--- src/rtl/dm_arbiter_if.sv ---
// Bus bundle between the two data-memory requesters, the arbiter and the DM.
// master = requesters plus DM model side, slave = arbiter side.
interface dm_arbiter_if #(
    parameter int ADDR_W = 14
);
    logic              cpu_req;
    logic              cpu_we;
    logic [1:0]        cpu_width;
    logic              cpu_sign;
    logic [31:0]       cpu_addr;
    logic [31:0]       cpu_wdata;
    logic [31:0]       cpu_rdata;
    logic              cpu_ack;
    logic              cpu_stall;
    logic              ext_req;
    logic              ext_we;
    logic [1:0]        ext_width;
    logic              ext_sign;
    logic [31:0]       ext_addr;
    logic [31:0]       ext_wdata;
    logic [31:0]       ext_rdata;
    logic              ext_ack;
    logic              dm_we;
    logic [1:0]        dm_width;
    logic              dm_sign;
    logic [ADDR_W-1:0] dm_addr;
    logic [31:0]       dm_wdata;
    logic [31:0]       dm_rdata;

    modport master (
        output cpu_req, cpu_we, cpu_width, cpu_sign, cpu_addr, cpu_wdata,
        output ext_req, ext_we, ext_width, ext_sign, ext_addr, ext_wdata,
        output dm_rdata,
        input  cpu_rdata, cpu_ack, cpu_stall, ext_rdata, ext_ack,
        input  dm_we, dm_width, dm_sign, dm_addr, dm_wdata
    );

    modport slave (
        input  cpu_req, cpu_we, cpu_width, cpu_sign, cpu_addr, cpu_wdata,
        input  ext_req, ext_we, ext_width, ext_sign, ext_addr, ext_wdata,
        input  dm_rdata,
        output cpu_rdata, cpu_ack, cpu_stall, ext_rdata, ext_ack,
        output dm_we, dm_width, dm_sign, dm_addr, dm_wdata
    );
endinterface

--- src/rtl/dm_arbiter.sv ---
// Round-robin arbiter/sequencer for the single-port data memory:
// CPU M-stage (port 0) vs external bridge (port 1), fixed read latency.
module dm_arbiter #(
    parameter int ADDR_W  = 14,
    parameter int LATENCY = 1
) (
    input  logic         clk,
    input  logic         reset,
    dm_arbiter_if.slave  bus
);
    typedef enum logic [1:0] {
        S_IDLE,
        S_ISSUE,
        S_WAIT,
        S_RESP
    } state_t;

    localparam logic [3:0] LAT = 4'(LATENCY);

    state_t            r_state;
    logic [3:0]        r_cnt;
    logic              r_gnt;
    logic              r_last;
    logic              r_dm_we;
    logic [1:0]        r_width;
    logic              r_sign;
    logic [ADDR_W-1:0] r_addr;
    logic [31:0]       r_wdata;
    logic [31:0]       r_cpu_rdata;
    logic [31:0]       r_ext_rdata;
    logic              r_cpu_ack;
    logic              r_ext_ack;

    logic              w_any;
    logic              w_pick_ext;

    // r_last=1 means ext won last time, so a tie goes to the CPU
    assign w_any      = bus.cpu_req | bus.ext_req;
    assign w_pick_ext = bus.ext_req & (~bus.cpu_req | ~r_last);

    always_ff @(posedge clk or negedge reset) begin
        if (!reset) begin
            r_state     <= S_IDLE;
            r_cnt       <= 4'd0;
            r_gnt       <= 1'b0;
            r_last      <= 1'b1;
            r_dm_we     <= 1'b0;
            r_width     <= 2'd0;
            r_sign      <= 1'b0;
            r_addr      <= '0;
            r_wdata     <= 32'd0;
            r_cpu_rdata <= 32'd0;
            r_ext_rdata <= 32'd0;
            r_cpu_ack   <= 1'b0;
            r_ext_ack   <= 1'b0;
        end else begin
            unique case (r_state)
                S_IDLE: begin
                    if (w_any) begin
                        r_gnt   <= w_pick_ext;
                        r_last  <= w_pick_ext;
                        r_state <= S_ISSUE;
                        if (w_pick_ext) begin
                            r_dm_we <= bus.ext_we;
                            r_width <= bus.ext_width;
                            r_sign  <= bus.ext_sign;
                            r_addr  <= bus.ext_addr[ADDR_W-1:0];
                            r_wdata <= bus.ext_wdata;
                        end else begin
                            r_dm_we <= bus.cpu_we;
                            r_width <= bus.cpu_width;
                            r_sign  <= bus.cpu_sign;
                            r_addr  <= bus.cpu_addr[ADDR_W-1:0];
                            r_wdata <= bus.cpu_wdata;
                        end
                    end
                end
                S_ISSUE: begin
                    r_dm_we <= 1'b0;
                    r_cnt   <= LAT;
                    r_state <= S_WAIT;
                end
                S_WAIT: begin
                    if (r_cnt == 4'd1) begin
                        if (r_gnt) r_ext_rdata <= bus.dm_rdata;
                        else       r_cpu_rdata <= bus.dm_rdata;
                        r_cpu_ack <= ~r_gnt;
                        r_ext_ack <= r_gnt;
                        r_state   <= S_RESP;
                    end else begin
                        r_cnt <= r_cnt - 4'd1;
                    end
                end
                S_RESP: begin
                    r_cpu_ack <= 1'b0;
                    r_ext_ack <= 1'b0;
                    r_state   <= S_IDLE;
                end
                default: r_state <= S_IDLE;
            endcase
        end
    end

    assign bus.dm_we     = r_dm_we;
    assign bus.dm_width  = r_width;
    assign bus.dm_sign   = r_sign;
    assign bus.dm_addr   = r_addr;
    assign bus.dm_wdata  = r_wdata;
    assign bus.cpu_rdata = r_cpu_rdata;
    assign bus.ext_rdata = r_ext_rdata;
    assign bus.cpu_ack   = r_cpu_ack;
    assign bus.ext_ack   = r_ext_ack;
    assign bus.cpu_stall = bus.cpu_req & ~r_cpu_ack;
endmodule

--- src/flat_wrapper.sv ---
// flat-port wrapper written by rule: the top's interface ports become plain ports
module dm_arbiter_flat 
#(
    parameter int ADDR_W  = 14,
    parameter int LATENCY = 1
)
  (clk, reset, bus_cpu_req, bus_cpu_we, bus_cpu_width, bus_cpu_sign, bus_cpu_addr, bus_cpu_wdata, bus_ext_req, bus_ext_we, bus_ext_width, bus_ext_sign, bus_ext_addr, bus_ext_wdata, bus_dm_rdata, bus_cpu_rdata, bus_cpu_ack, bus_cpu_stall, bus_ext_rdata, bus_ext_ack, bus_dm_we, bus_dm_width, bus_dm_sign, bus_dm_addr, bus_dm_wdata);
  dm_arbiter_if #(.ADDR_W(ADDR_W)) bus_i ();
  input  logic clk;
  input  logic reset;
  input wire logic [$bits(bus_i.cpu_req)-1:0] bus_cpu_req;
  input wire logic [$bits(bus_i.cpu_we)-1:0] bus_cpu_we;
  input wire logic [$bits(bus_i.cpu_width)-1:0] bus_cpu_width;
  input wire logic [$bits(bus_i.cpu_sign)-1:0] bus_cpu_sign;
  input wire logic [$bits(bus_i.cpu_addr)-1:0] bus_cpu_addr;
  input wire logic [$bits(bus_i.cpu_wdata)-1:0] bus_cpu_wdata;
  input wire logic [$bits(bus_i.ext_req)-1:0] bus_ext_req;
  input wire logic [$bits(bus_i.ext_we)-1:0] bus_ext_we;
  input wire logic [$bits(bus_i.ext_width)-1:0] bus_ext_width;
  input wire logic [$bits(bus_i.ext_sign)-1:0] bus_ext_sign;
  input wire logic [$bits(bus_i.ext_addr)-1:0] bus_ext_addr;
  input wire logic [$bits(bus_i.ext_wdata)-1:0] bus_ext_wdata;
  input wire logic [$bits(bus_i.dm_rdata)-1:0] bus_dm_rdata;
  output wire logic [$bits(bus_i.cpu_rdata)-1:0] bus_cpu_rdata;
  output wire logic [$bits(bus_i.cpu_ack)-1:0] bus_cpu_ack;
  output wire logic [$bits(bus_i.cpu_stall)-1:0] bus_cpu_stall;
  output wire logic [$bits(bus_i.ext_rdata)-1:0] bus_ext_rdata;
  output wire logic [$bits(bus_i.ext_ack)-1:0] bus_ext_ack;
  output wire logic [$bits(bus_i.dm_we)-1:0] bus_dm_we;
  output wire logic [$bits(bus_i.dm_width)-1:0] bus_dm_width;
  output wire logic [$bits(bus_i.dm_sign)-1:0] bus_dm_sign;
  output wire logic [$bits(bus_i.dm_addr)-1:0] bus_dm_addr;
  output wire logic [$bits(bus_i.dm_wdata)-1:0] bus_dm_wdata;
  assign bus_i.cpu_req = bus_cpu_req;
  assign bus_i.cpu_we = bus_cpu_we;
  assign bus_i.cpu_width = bus_cpu_width;
  assign bus_i.cpu_sign = bus_cpu_sign;
  assign bus_i.cpu_addr = bus_cpu_addr;
  assign bus_i.cpu_wdata = bus_cpu_wdata;
  assign bus_i.ext_req = bus_ext_req;
  assign bus_i.ext_we = bus_ext_we;
  assign bus_i.ext_width = bus_ext_width;
  assign bus_i.ext_sign = bus_ext_sign;
  assign bus_i.ext_addr = bus_ext_addr;
  assign bus_i.ext_wdata = bus_ext_wdata;
  assign bus_i.dm_rdata = bus_dm_rdata;
  assign bus_cpu_rdata = bus_i.cpu_rdata;
  assign bus_cpu_ack = bus_i.cpu_ack;
  assign bus_cpu_stall = bus_i.cpu_stall;
  assign bus_ext_rdata = bus_i.ext_rdata;
  assign bus_ext_ack = bus_i.ext_ack;
  assign bus_dm_we = bus_i.dm_we;
  assign bus_dm_width = bus_i.dm_width;
  assign bus_dm_sign = bus_i.dm_sign;
  assign bus_dm_addr = bus_i.dm_addr;
  assign bus_dm_wdata = bus_i.dm_wdata;
  dm_arbiter #(.ADDR_W(ADDR_W), .LATENCY(LATENCY)) u_core (.clk(clk), .reset(reset), .bus(bus_i));
endmodule
--- config.mk ---
export PLATFORM = sky130hd
export DESIGN_NAME = dm_arbiter_flat
export DESIGN_NICKNAME = d
export VERILOG_FILES = /design/src/rtl/dm_arbiter_if.sv /design/src/rtl/dm_arbiter.sv /design/src/flat_wrapper.sv
export SDC_FILE = /design/constraint.sdc
export NUM_CORES = 1
export LEC_CHECK = 0
export ABC_CLOCK_PERIOD_IN_PS = 1600
export BUFFER_PORTS_ARGS = -buffer_cell sky130_fd_sc_hd__buf_2
export CAP_MARGIN = 20
export CORE_AREA = 5 5 121 123
export DETAILED_ROUTE_END_ITERATION = 12
export DIE_AREA = 0 0 126 128
export GPL_TIMING_DRIVEN = 0
export PLACE_DENSITY = 0.75
export SYNTH_ARGS = -nofsm -noshare
export SYNTH_HDL_FRONTEND = slang
export SYNTH_SLANG_ARGS = --single-unit
--- constraint.sdc ---
create_clock -name clk -period 1.6 [get_ports clk]
set_input_delay 0.16 -clock clk [delete_from_list [all_inputs] [get_ports clk]]
set_output_delay 0.16 -clock clk [all_outputs]
set_load 0.01 [all_outputs]
==> results of run 1 <==
[tightest hold or removal path, stage by stage]
cell,delay (ns)
buf_2,0.11
nand2_1,0.05
a31oi_1,0.07
[through the flow]
step / util / area [um^2] / setup TNS, ns / total power [W] / setup WS (ns)
2_1_floorplan: - / 5320 / -3.69 / 0.00927 / -0.126
3_3_place_gp: 0.502 / 6810 / -179.52 / 0.0118 / -1.24
3_5_place_dp: 0.505 / 6840 / -30.94 / 0.0120 / -0.437
4_1_cts: 0.656 / 8890 / -5.07 / 0.0170 / -0.158
5_1_grt: 0.659 / 8940 / -9.99 / 0.0183 / -0.212
6_report: 0.659 / 8940 / -5.44 / 0.0173 / -0.133
[synthesized netlist by cell type, drive strengths merged]
cell	n	area (um^2)
nand3	6	35.0
nand4b	3	26.3
buf	11	75.1
xnor2	1	8.76
nand2b	1	6.26
nand3b	2	15.0
clkbuf	21	78.8
inv	6	22.5
nor2b	1	6.26
o21ai	2	10.0
o22ai	1	6.26
a21bo	1	10.0
a21oi	5	28.8
nor3b	2	26.3
or3b	1	8.76
dfstp	1	26.3
nor3	2	10.0
ha	6	75.1
o22a	1	8.76
a31oi	51	319
and3	1	6.26
o21a	1	7.51
a32oi	1	8.76
nand2	106	398
nor2	51	191
mux2	65	732
a21boi	1	7.51
dfrtp	123	3080
[cell type report]
cell class / count / area [um^2] / area share
buffer: 29 / 274 / 0.0306
clock buffer: 17 / 425 / 0.0476
inverter: 6 / 22.5 / 0.00252
timing repair buffer: 384 / 2580 / 0.289
multi-input combinational: 312 / 2120 / 0.237
clock inverter: 15 / 186 / 0.0209
antenna: 1 / 2.50 / 0.000280
sequential: 124 / 3100 / 0.347
tap: 180 / 225 / 0.0252
[logic make-up (layout without fill, tap and decap cells)]
| kind of cell | Yosys count | count (layout) | synth area share |
|---|---|---|---|
| xor gates and xnor gates | 1 | 1 | 0.00167 |
| buffers and inverters | 38 | 451 | 0.0337 |
| muxes | 65 | 65 | 0.140 |
| other | 0 | 1 | 0 |
| and+or+nand+nor | 176 | 176 | 0.139 |
| DFF | 124 | 124 | 0.593 |
| adders and majority gates | 6 | 6 | 0.0143 |
| AOI/OAI and AO/OA | 64 | 64 | 0.0777 |
[timing repair]
action / CTS / global route
pin swaps: 2 / 3
hold endpoints to repair: 133 / 0
gates cloned: 2 / 1
resized for setup: 59 / 37
setup endpoints to repair: 114 / 115
buffers inserted: 14 / 4
hold buffers: 112 / 0
[routing by layer]
layer / routed length, um / vias up / part of all wire
met3: 1820 / 59 / 0.091
met1: 7700 / 2627 / 0.38
met2: 9880 / 340 / 0.49
met5: 0 / - / 0
met4: 695 / 0 / 0.035
li1: - / 2427 / -
[how the worst max path moves through the flow]
| stage | from | to | cells after the start |
|---|---|---|---|
| after floorplan | u_core.r_cnt[1]$_DFFE_PN0P_ | u_core.bus.cpu_rdata[14]$_DFFE_PN0P_ | 7 |
| after global placement | reset | u_core.bus.dm_addr[3]$_DFFE_PN0P_ | 1 |
| after detailed placement | u_core.r_state[0]$_DFFE_PN0P_ | u_core.bus.dm_addr[7]$_DFFE_PN0P_ | 6 |
| after CTS | u_core.r_cnt[1]$_DFFE_PN0P_ | u_core.bus.cpu_rdata[11]$_DFFE_PN0P_ | 7 |
| after global routing | u_core.r_cnt[1]$_DFFE_PN0P_ | u_core.bus.ext_rdata[30]$_DFFE_PN0P_ | 7 |
| final | u_core.r_cnt[1]$_DFFE_PN0P_ | u_core.bus.ext_rdata[30]$_DFFE_PN0P_ | 7 |
[placed cells by master, fill, tap and decap left out, drive strengths merged]
| cell | n |
|---|---|
| nor3 | 2 |
| nand3b | 2 |
| clkinv | 3 |
| buf | 287 |
| mux2 | 65 |
| nand4b | 3 |
| a21oi | 5 |
| inv | 12 |
| or3b | 1 |
| o21ai | 2 |
| nand2 | 106 |
| nor2 | 51 |
| a21boi | 1 |
| diode | 1 |
| clkbuf | 31 |
| clkinvlp | 3 |
| nor2b | 1 |
| dlygate4sd3 | 112 |
| dfrtp | 123 |
| o22a | 1 |
| o22ai | 1 |
| ha | 6 |
| a31oi | 51 |
| bufinv | 3 |
| nor3b | 2 |
| o21a | 1 |
| a21bo | 1 |
| and3 | 1 |
| nand3 | 6 |
| nand2b | 1 |
| dfstp | 1 |
| xnor2 | 1 |
| a32oi | 1 |
[power groups by stage]
stage	Combinational [W]	Clock, W	Sequential (W)
final	0.00754	0.00399	0.00574
after global routing	0.00816	0.00419	0.00590
after CTS	0.00731	0.00401	0.00563
after detailed placement	0.00633	0	0.00565
after global placement	0.00619	0	0.00556
after floorplan	0.00299	0	0.00629
[state kept, by name (all words and copies together), names as in the netlist, 2 cells and up]
name                  cells
u_core.bus.dm_addr       14
u_core.bus.dm_wdata      32
u_core.bus.ext_rdata     32
u_core.r_cnt              4
u_core.r_state            2
u_core.bus.dm_width       2
u_core.bus.cpu_rdata     32
==> impl_metrics.env, run 1 <==
export IMPL_outcome="complete, but fails checks"
export IMPL_failed_checks="setup timing"
export IMPL_critPathLaunchType="flop"
export IMPL_drtIter0Drc=294
export IMPL_num_io_pins=289
export IMPL_num_rows=43
export IMPL_critical_path_max_fanout=6
export IMPL_worstPathArrival_ns=2.01
export IMPL_rr_endpoint="u_core.bus.ext_rdata[30]$_DFFE_PN0P_"
export IMPL_crit_family="buffers and inverters"
export IMPL_antenna_found_initial=1
export IMPL_worstMarginPinSlew_ns=0.447
export IMPL_setup_ws_ns=-0.133
export IMPL_leakage_nw=4.35
export IMPL_finalNetCount=1052
export IMPL_core_area_um2=13600
export IMPL_die_w_um=126
export IMPL_rrSetupSlack_ns=-0.13
export IMPL_grt_max_degree=88
export IMPL_grt_usage=0.245
export IMPL_grt_busiest_layer="met2"
export IMPL_rsz0062_at_grt="yes"
export IMPL_dp_hpwl_um=12100
export IMPL_worstSkewPairLatency_ns=0.41
export IMPL_area_delta_synth_final_pct=70.9
export IMPL_seq_power_share=0.332
export IMPL_drcViolationCount=0
export IMPL_worst_path_buf_inv=3
export IMPL_die_height_um=128
export IMPL_numCtsBuffers=17
export IMPL_yosysWarnings=0
export IMPL_drive_gt1_frac=0.461
export IMPL_reg2regPathDepth=7
export IMPL_whs_path_depth=3
export IMPL_p_per_area_nw_per_um2=1930
export IMPL_met3_usage=0.0775
export IMPL_syn_area_per_cell_um2=11.0
export IMPL_clkSlewWorstSetupHoldPaths_ns=0.06
export IMPL_start_util=0.386
export IMPL_synth_yosys_seq_area_share=0.593
export IMPL_p_sw_w=0.00628
export IMPL_maxCapViolCount=0
export IMPL_power_frac_clock=0.231
export IMPL_io_buffers=252
export IMPL_stdcell_count=1068
export IMPL_cts_root_buf="clkbuf_16"
export IMPL_dieArea_um2=16100
export IMPL_overflow=0
export IMPL_slew_headroom=0.702
export IMPL_globalRouteMet2Util=0.415
export IMPL_slowest_stage="dfrtp_1"
export IMPL_syn_inst=474
export IMPL_vias=5453
export IMPL_wl_um=20100
export IMPL_cp_end_kind="flop"
export IMPL_first_pass_iters=4
export IMPL_cts_buffer_depth=2
export IMPL_ir_worst_vdd_uv=828
export IMPL_hold_path_class="in2reg"
export IMPL_p_sw_frac=0.363
export IMPL_syn_area_um2=5230
export IMPL_max_freq_ghz=0.577
export IMPL_hold_end="u_core.bus.dm_wdata[12]$_DFFE_PN0P_"
export IMPL_finalHoldViolations=0
export IMPL_detail_route_wl_per_cell_um=18.8
export IMPL_setup_violations=64
export IMPL_syn_num_nets=652
export IMPL_postRouteAntennaNets=0
export IMPL_cts_sinks=124
export IMPL_rr_startpoint="u_core.r_cnt[1]$_DFFE_PN0P_"
export IMPL_cp_required_ns=1.88
export IMPL_grt_pass1_vias=5846
export IMPL_cts_tree="built"
export IMPL_crit_chain="inv_2, ha_4, nor3b_4, buf_4, nand3_4, buf_8, mux2_1"
export IMPL_synth_cell_type_count=35
export IMPL_holdWs_ns=0.0173
export IMPL_period_share=1.08
export IMPL_report_final_slew_viol_count=0
export IMPL_synth_seq_cells=124
export IMPL_worstSetupPathType="reg2reg"
export IMPL_grt_pass1_wl_um=31000
export IMPL_viasPerCell=5.11
export IMPL_grtUsageMet1=0.287
export IMPL_period_needed_ns=1.73
export IMPL_clock_skew_ns=0.00649
export IMPL_slowest_delay_ns=0.39
export IMPL_gp_congestion=0.807
export IMPL_placed_cells_incl_taps=907
export IMPL_n_fill_cell=955
export IMPL_worstHoldStart="bus_cpu_wdata[12]"
export IMPL_h_tree_depth=4
export IMPL_power_share_combinational=0.437
export IMPL_internal_power_w=0.0110
(Power assumes the default switching activity.)
==> inputs of run 2 (changes only) <==
Settings changed: HOLD_SLACK_MARGIN set to 0.15.
==> run 2 against run 1 <==
- the run still ends with setup timing left
- worst hold slack better by 0.18 ns
- flip-flop and latch count stayed put
- final area is 2.8% higher
- sequential share of layout area is 0.94 points lower
- power is 1.1% higher
- clock-buffer cell count stayed put
- via count is 2.8% higher
- setup slack better by 0.0040 ns
- critical path depth is 1 lower
==> impl_metrics.env, run 2 (synthesis results as in run 1) <==
export IMPL_outcome="complete, but fails checks"
export IMPL_failed_checks="setup timing"
export IMPL_overflow=0
export IMPL_vias=5603
export IMPL_h_tree_depth=4
export IMPL_p_sw_w=0.00637
export IMPL_clock_skew_ns=0.00890
export IMPL_p_per_area_nw_per_um2=1900
export IMPL_wl_um=20900
export IMPL_grt_pass1_wl_um=32300
export IMPL_core_area_um2=13600
export IMPL_maxCapViolCount=0
export IMPL_max_freq_ghz=0.578
export IMPL_viasPerCell=5.13
export IMPL_detail_route_wl_per_cell_um=19.1
export IMPL_grt_pass1_vias=6038
export IMPL_setup_ws_ns=-0.129
export IMPL_grt_usage=0.254
export IMPL_power_share_combinational=0.442
export IMPL_antenna_found_initial=0
export IMPL_critical_path_max_fanout=10
export IMPL_layout_common_cells="253 x buf_2, 135 x dlygate4sd3_1, 123 x dfrtp_1, 106 x nand2_1"
export IMPL_drtIter0Drc=316
export IMPL_power_frac_clock=0.229
export IMPL_finalHoldViolations=0
export IMPL_holdWs_ns=0.194
export IMPL_cts_tree="built"
export IMPL_ir_worst_vdd_uv=890
export IMPL_num_rows=43
export IMPL_rr_endpoint="u_core.bus.cpu_rdata[15]$_DFFE_PN0P_"
export IMPL_slew_headroom=0.707
export IMPL_worstSetupPathType="reg2reg"
export IMPL_worstSkewPairLatency_ns=0.41
export IMPL_whs_path_depth=4
export IMPL_cp_required_ns=1.89
export IMPL_num_io_pins=289
export IMPL_start_util=0.386
export IMPL_area_delta_synth_final_pct=75.6
export IMPL_period_needed_ns=1.73
export IMPL_report_final_slew_viol_count=0
export IMPL_gp_congestion=0.807
export IMPL_drive_gt1_frac=0.452
export IMPL_rrSetupSlack_ns=-0.13
export IMPL_placed_cells_incl_taps=907
export IMPL_postRouteAntennaNets=0
export IMPL_hold_end="u_core.bus.dm_we$_DFFE_PN0P_"
export IMPL_stdcell_count=1093
export IMPL_worstPathArrival_ns=2.02
export IMPL_die_height_um=128
export IMPL_layout_commonest_cell="buf_2"
export IMPL_internal_power_w=0.0111
export IMPL_cp_end_kind="flop"
export IMPL_place_area_um2=6840
export IMPL_io_buffers=252
export IMPL_rr_startpoint="u_core.r_cnt[1]$_DFFE_PN0P_"
export IMPL_cts_buffer_depth=2
export IMPL_reg2regPathDepth=6
export IMPL_worstHoldStart="bus_ext_req"
export IMPL_design_area_um2=9190
export IMPL_worstMarginPinSlew_ns=0.439
export IMPL_dp_hpwl_um=12100
export IMPL_critPathLaunchType="flop"
export IMPL_n_fill_cell=940
export IMPL_cts_root_buf="clkbuf_16"
export IMPL_hold_path_class="in2reg"
export IMPL_period_share=1.08
export IMPL_leakage_nw=4.46
export IMPL_dieArea_um2=16100
export IMPL_cts_sinks=124
export IMPL_grt_max_degree=88
export IMPL_finalNetCount=1076
export IMPL_numCtsBuffers=17
export IMPL_rsz0062_at_grt="yes"
export IMPL_p_sw_frac=0.365
export IMPL_first_pass_iters=5
export IMPL_die_w_um=126
export IMPL_utilization=0.678
export IMPL_setup_violations=65
export IMPL_seq_power_share=0.329
export IMPL_drcViolationCount=0
export IMPL_clkSlewWorstSetupHoldPaths_ns=0.06
## run 2: area by class of cell
cell class / count / area (um^2) / share of cell area
inverters: 6 / 22.5 / 0.00245
clock inverters: 15 / 186 / 0.0203
clock buffers: 17 / 425 / 0.0463
well taps: 180 / 225 / 0.0245
flip-flops and latches: 124 / 3100 / 0.338
diodes: 2 / 5.00 / 0.000545
repair buffers: 408 / 2830 / 0.307
plain buffers: 29 / 274 / 0.0298
multi-input cells: 312 / 2120 / 0.231
## run 2: worst max-delay path by stage
stage | end | slack [ns] | cells after the start | start
after floorplan | u_core.bus.cpu_rdata[14]$_DFFE_PN0P_ | -0.13 | 7 | u_core.r_cnt[1]$_DFFE_PN0P_
after global placement | u_core.bus.dm_addr[3]$_DFFE_PN0P_ | -1.24 | 1 | reset
after detailed placement | u_core.bus.dm_addr[7]$_DFFE_PN0P_ | -0.44 | 6 | u_core.r_state[0]$_DFFE_PN0P_
after CTS | u_core.bus.cpu_rdata[11]$_DFFE_PN0P_ | -0.16 | 7 | u_core.r_cnt[1]$_DFFE_PN0P_
after global routing | u_core.bus.cpu_rdata[12]$_DFFE_PN0P_ | -0.19 | 6 | u_core.r_cnt[1]$_DFFE_PN0P_
final | u_core.bus.cpu_rdata[15]$_DFFE_PN0P_ | -0.13 | 6 | u_core.r_cnt[1]$_DFFE_PN0P_
## run 2: worst max-delay path, cell delays in order (launching register included)
cell	delay [ns]
dfrtp_1	0.39
inv_2	0.08
ha_4	0.12
nor3b_4	0.22
and3_4	0.32
buf_12	0.17
mux2_4	0.31
## run 2: timing repair
item                                    4_1_cts  5_1_grt
endpoints found under the hold margin       238        0
hold buffers                                135        0
cloned                                        2        1
gates resized for setup                      59       41
setup buffers                                14        5
pin swaps                                     2        3
endpoints found under the setup margin      114      116
## run 2: metrics by stage
stage                     setup TNS (ns)  worst slack (ns)  total power (W)
after floorplan                    -3.69            -0.126          0.00927
after detailed placement          -30.94            -0.437           0.0120
after CTS                          -5.07            -0.158           0.0170
after global routing              -10.36            -0.188           0.0184
final                              -5.78            -0.129           0.0175
after global placement           -179.52             -1.24           0.0118
## run 2: routing by layer
| metal | up-vias | track usage | part of all wire |
|---|---|---|---|
| li1 | 2479 | - | - |
| met1 | 2703 | 0.297 | 0.39 |
| met2 | 363 | 0.430 | 0.50 |
| met3 | 58 | 0.0792 | 0.088 |
| met4 | 0 | 0.116 | 0.027 |
| met5 | - | 0 | 0 |
## run 2: power by group through the flow
stage / Clock, W / Sequential, W / Combinational (W)
after floorplan: 0 / 0.00629 / 0.00299
after global placement: 0 / 0.00556 / 0.00619
after detailed placement: 0 / 0.00565 / 0.00633
after CTS: 0.00401 / 0.00563 / 0.00737
after global routing: 0.00417 / 0.00590 / 0.00833
final: 0.00400 / 0.00574 / 0.00773
